**config.mk**
```make
export PLATFORM = sky130hd
export DESIGN_NAME = mem_arbiter
export DESIGN_NICKNAME = d
export VERILOG_FILES = /design/src/rtl/cpu_types_pkg.sv /design/src/rtl/mem_arbiter.sv
export SDC_FILE = /design/constraint.sdc
export NUM_CORES = 1
export LEC_CHECK = 0
export ABC_CLOCK_PERIOD_IN_PS = 3600
export CAP_MARGIN = 40
export CORE_AREA = 2 2 103 105
export DETAILED_ROUTE_END_ITERATION = 8
export DIE_AREA = 0 0 105 107
export PLACE_DENSITY = 0.64
export SETUP_SLACK_MARGIN = 0.02
export SLEW_MARGIN = 20
export SYNTH_ARGS = -nofsm -noshare
export SYNTH_HDL_FRONTEND = slang
export SYNTH_SLANG_ARGS = --single-unit
```
**constraint.sdc**
```tcl
create_clock -name CLK -period 3.6 [get_ports CLK]
set_clock_uncertainty 0.1 [all_clocks]
set_input_delay 0.9 -clock CLK [delete_from_list [all_inputs] [get_ports CLK]]
set_output_delay 0.9 -clock CLK [all_outputs]
set_load 0.02 [all_outputs]
```
**src/rtl/cpu_types_pkg.sv**
```systemverilog
// Shared CPU types: machine word and the memory arbiter state encoding.
package cpu_types_pkg;

    localparam int WORD_W = 32;

    // Width of the instruction-starvation counter; it saturates at all ones.
    localparam int STARVE_W = 3;

    typedef logic [WORD_W-1:0]   word_t;
    typedef logic [STARVE_W-1:0] starve_t;

    // IDLE: no owner; DACC: data side owns the RAM; IACC: fetch side owns the RAM.
    typedef enum logic [1:0] {
        IDLE = 2'd0,
        DACC = 2'd1,
        IACC = 2'd2
    } arb_state_t;

endpackage

```
**src/rtl/mem_arbiter.sv**
```systemverilog
// Single-port RAM arbiter between instruction fetch and data load/store.
// Data normally wins, but a waiting fetch is forced through after
// STARVE_LIMIT data grants. Every grant returns through IDLE, and a requester
// that drops its request mid-access aborts the grant without a hit.
module mem_arbiter
    import cpu_types_pkg::*;
#(
    parameter int unsigned STARVE_LIMIT = 4
) (
    input  logic  CLK,
    input  logic  RST,
    // instruction side
    input  logic  iREN,
    input  word_t iaddr,
    output logic  ihit,
    output word_t iload,
    // data side
    input  logic  dREN,
    input  logic  dWEN,
    input  word_t daddr,
    input  word_t dstore,
    output logic  dhit,
    output word_t dload,
    // RAM side
    output logic  ramREN,
    output logic  ramWEN,
    output word_t ramaddr,
    output word_t ramstore,
    input  word_t ramload,
    input  logic  ram_ready
);

    arb_state_t state_q, state_d;
    starve_t    starve_q, starve_d;

    logic d_req;
    logic starved;

    assign d_req   = dREN | dWEN;
    // A limit above the counter range simply never forces a fetch.
    assign starved = (32'(starve_q) >= STARVE_LIMIT);

    // State and starvation counter; reset takes effect immediately.
    always_ff @(posedge CLK or posedge RST) begin
        if (RST) begin
            state_q  <= IDLE;
            starve_q <= '0;
        end else begin
            state_q  <= state_d;
            starve_q <= starve_d;
        end
    end

    // Next-state, counter update and all outputs; outputs are gated by RST
    // so they drop in the same cycle reset is raised.
    always_comb begin
        state_d  = state_q;
        starve_d = starve_q;
        ihit     = 1'b0;
        iload    = '0;
        dhit     = 1'b0;
        dload    = '0;
        ramREN   = 1'b0;
        ramWEN   = 1'b0;
        ramaddr  = '0;
        ramstore = '0;

        if (!RST) begin
            case (state_q)
                IDLE: begin
                    if (iREN && starved) begin
                        state_d = IACC;
                    end else if (d_req) begin
                        state_d = DACC;
                    end else if (iREN) begin
                        state_d = IACC;
                    end
                end

                DACC: begin
                    ramaddr  = daddr;
                    ramstore = dstore;
                    ramWEN   = dWEN;
                    // A simultaneous read and write request is served as a write.
                    ramREN   = dREN & ~dWEN;
                    if (!d_req) begin
                        // Flushed: abort quietly, counter untouched.
                        state_d = IDLE;
                    end else if (ram_ready) begin
                        dhit    = 1'b1;
                        dload   = ramload;
                        state_d = IDLE;
                        if (iREN && (starve_q != '1)) begin
                            starve_d = starve_q + 1'b1;
                        end
                    end
                end

                IACC: begin
                    ramaddr = iaddr;
                    ramREN  = 1'b1;
                    if (!iREN) begin
                        state_d = IDLE;
                    end else if (ram_ready) begin
                        ihit     = 1'b1;
                        iload    = ramload;
                        starve_d = '0;
                        state_d  = IDLE;
                    end
                end

                default: begin
                    state_d = IDLE;
                end
            endcase
        end
    end

endmodule

```
## Yosys cells after proc, flatten, opt, wreduce, memory -nomap -nowiden

Cells that the tools add are included.

- Output and inout bits: 132
- Register bits: 5

- Eq/ne operators: 9
- $add $sub $neg: 1
- Muxes and demuxes: 35
- Magnitude comparators: 1
- Bitwise logic cells: 4
- Reductions and logical operators: 6

Operators by type and width:

| cell | number |
|---|---|
| two-way mux 32 bit | 10 |
| case mux 32 bit (2 select lines) | 1 |
| two-way mux 3 bit | 5 |
| two-way mux 2 bit | 6 |
| two-way mux 1 bit | 10 |
| inequality test 2 bit (second input constant) | 5 |
| AND reduction 7 bit | 1 |
| case mux 2 bit (3 select lines) | 1 |
| case mux 3 bit (2 select lines) | 1 |
| inequality test 4 bit (second input constant) | 1 |
| adder 3 x 1 -> 3 bit (second input constant) | 1 |
| greater-or-equal comparator 3 bit (second input constant) | 1 |
| inequality test 3 bit (second input constant) | 1 |
| == test 2 x 1 -> 1 bit (second input constant) | 1 |
| == test 2 bit (second input constant) | 1 |
| logical AND 1 bit | 2 |
| logical NOT 2 bit | 1 |
| NOT 1 bit | 2 |
| case mux 1 bit (2 select lines) | 1 |
| AND reduction 2 bit | 1 |
| nonzero test 2 bit | 1 |
| AND 1 bit | 1 |
| bitwise OR 1 bit | 1 |

## Depth between registers and ports, before layout

- Depth after elaboration: 6
- Depth in mapped cells: 7
- Gate-level depth less buffers: 6

## Worst setup path after synthesis

Ideal clock, no wire load.

- Path type: input to output
- Start point: in RST
- End point: out iload[22]
- Setup slack: 0.723 ns
- Path buffers: 2
- Arrival time: 1.877 ns
- Stages on the path: 6
- Cells stage by stage: buf_2 -> inv_2 -> nand2_1 -> nor2_2 -> buf_2 -> and2_1

- Word-level cells in the longest chain between the ends: 1

Ends and longest elaborated chain:

| what | RTL line | source |
|---|---|---|
| start, declared | mem_arbiter.sv:11 | `input logic RST,` |
| two-way mux 32 bit | mem_arbiter.sv:68 | `if (!RST) begin` |
| end, declared | mem_arbiter.sv:16 | `output word_t iload,` |

Every way passes these cells.

## Worst setup path in the final report

- Start point: in RST
- End point: out ramstore[20]

- Word-level cells in the longest chain between the ends: 1

Ends and longest elaborated chain:

| what | RTL line | source |
|---|---|---|
| two-way mux 32 bit | mem_arbiter.sv:68 |  |
| end, declared | mem_arbiter.sv:28 | `output word_t ramstore,` |

Every way passes these cells.

==> metrics.txt <==
outcome finished clean; most used cell, CP clkdlybuf4s50_1; antenna cells 0; chip width 105 um; vias in the first global route 2502; Clock transition at path regs 0.04 ns; Crit. End Element output pin; CTS Hold Bufs 0; register area share after synthesis 8.278%; First-pass DRT Iterations 4; input/output buffers 265; post-CTS setup repair buffer count 0; highest net fanout along the worst path 33; actual slew at the worst max-slew pin 0.3330 ns; Worst VDD drop 0.0001211 V; Hold Path Class flop to flop; DP Area 0.004418 mm^2; startpoint types input port; Tmin final 3.471 ns; gr usage total 13.64%; pin count of the biggest net entering global routing 34; P_leak 3.350 nW; CTS buffer count 3; Max Freq 288.1 MHz; drt total wl 8759 um; Hold WS 0.4034 ns; WL per Instance 13.84 um; Slew headroom 77.80%; Setup WS post-layout 0.1287 ns; CTS H-tree depth 1; Synth cell types 26; RD Place Congestion 0.8276; register area 125.1 um^2; CP max stage cell clkdlybuf4s50_1; arrival time worst endpoint 2.47 ns; Overflow after GRT 0; Syn Nets 375; CTS root buf clkbuf_8; Layout fillers 1019; detailed-route DRC error count 0; Yosys Warn Count 0; pre-CTS setup slack -0.01704 ns; Avg Cell Area, Syn 6.487 um^2; initial core utilization 14.98%; setup violators final 0; Vias/cell 4.144; core box area 0.01009 mm^2; drt initial violations 128; area of the multi-input gates 0.001280 mm^2; Routed Antenna Nets 0; global-route wire length before repair 12650 um; slowest stage delay, CP 0.61 ns; initial antenna violation count 0; area grow syn2layout 209.4%; via count 2623; Required @ worst endpoint 2.60 ns; Max-Cap Viols 0; row count 37; post-synthesis instance total 233; fin nets 640; final hold vios 0; critical path, cell by cell clkdlybuf4s50_1 > nor2b_2 > buf_12 > and2_1 > clkdlybuf4s50_1; Cell Area, Synth 0.001511 mm^2; hpwl dp 7150 um; num ports 266; final max-slew violation count 0; Yosys reg bits 5; PD cells 296.9 mW/mm^2; layout cells sized above 1 5.231%; period utilization 96.42%; Die Area 0.01124 mm^2; final instance area 0.004677 mm^2; clk_lat worst skew 0.22 ns; CTS tree done; clk buf depth 2; RSZ-0062 raised after global routing false; Die H 107 um; CTS sink count 5; critical setup path kind input port to output pin
## cell usage in the layout (no fill, tap or decap), drive strengths merged, types with 2 or more instances in the layout
cell type,Yosys,routed
dfrtp,5,5
nand2,8,8
clkdlybuf4s50,0,167
dlymetal6s2s,0,89
dlygate4sd2,0,9
ha,8,8
a22oi,32,32
buf,6,16
nor3b,2,2
a22o,3,3
nor2,37,37
and2,97,97
a211oi,2,2
o21ai,4,4
clkbuf,15,4
inv,6,6
## sequential cells by signal (all words and copies together) (netlist names)
name / count
starve_q: 3
state_q: 2
## cell families (layout without fill, tap and decap cells)
family / count (synthesis) / count (layout) / synth area share [%]
compound gates: 46 / 46 / 23.92
simple gates: 147 / 147 / 53.97
flops: 5 / 5 / 8.278
buf+inv: 27 / 291 / 7.202
fa+ha+maj: 8 / 8 / 6.623
## metrics by stage
| stage | power [mW] | TNS (ns) | utilization (%) | instances |
|---|---|---|---|---|
| 4_1_cts | 1.425 | 0 | 44.11 | 633 |
| 3_5_place_dp | 1.316 | -0.02358 | 43.78 | 629 |
| 6_report | 1.389 | 0 | 46.34 | 633 |
| 3_3_place_gp | 1.304 | -0.03536 | 43.78 | 629 |
| 2_1_floorplan | 0.7303 | 0 | - | 233 |
| 5_1_grt | 1.502 | 0 | 46.34 | 633 |
## repair_timing
action | in CTS | in global routing
hold endpoints to repair | 0 | 0
resized for setup | 9 | 90
setup endpoints to repair | 9 | 110
## critical path, delay by kind of cell
kind	cells	cell delay, ns
buffers and inverters	3	1.24
AND/OR/NAND/NOR	2	0.32
## Yosys cell counts, drive strengths merged
cell | instances | area share (%)
and2 | 97 | 40
nor2 | 37 | 9.5
a22oi | 32 | 16
clkbuf | 15 | 3.7
ha | 8 | 6.6
nand2 | 8 | 2.0
buf | 6 | 2.0
inv | 6 | 1.5
dfrtp | 5 | 8.3
o21ai | 4 | 1.6
a22o | 3 | 1.7
a211oi | 2 | 0.99
nor3b | 2 | 0.99
a21oi | 1 | 0.33
a31o | 1 | 0.58
a31oi | 1 | 0.41
nand4b | 1 | 0.58
nor2b | 1 | 0.41
nor3 | 1 | 0.33
o2111ai | 1 | 0.58
o32ai | 1 | 1.8
## layer usage
metal  track usage (%)  share of wire, %  up-vias
li1                  -                 -     1307
met1             15.86                39     1164
met2             25.23                51      144
met3             3.587               9.0        8
met4             2.571               1.2        0
met5                 0                 0        -
## area by class of cell
type                    instances  area share, %
clock buffers                   4         0.9631
inverters                       6         0.4815
well taps                     136          3.638
repair buffers                281          64.87
flip-flops and latches          5          2.675
multi-input cells             201          27.37
## final timing paths
kind,slack (ns),start,to,cells after the start
setup / recovery,0.13,RST,ramstore[20],5
hold / removal,0.40,starve_q[1]$_DFFE_PP0P_,starve_q[1]$_DFFE_PP0P_,1
setup reg to reg,1.63,state_q[1]$_DFFE_PP0P_,starve_q[1]$_DFFE_PP0P_,7
hold reg to reg,0.40,starve_q[1]$_DFFE_PP0P_,starve_q[1]$_DFFE_PP0P_,1
max in group asynchronous,2.25,RST,starve_q[1]$_DFFE_PP0P_,4
min in group asynchronous,1.04,RST,starve_q[2]$_DFFE_PP0P_,4
## report_power, final
part	internal, mW	total [mW]	switching (mW)
Sequential	0.0800	0.104	0.0242
Combinational	0.594	1.18	0.586
Clock	0.0761	0.104	0.0284
(Power assumes the default switching activity.)
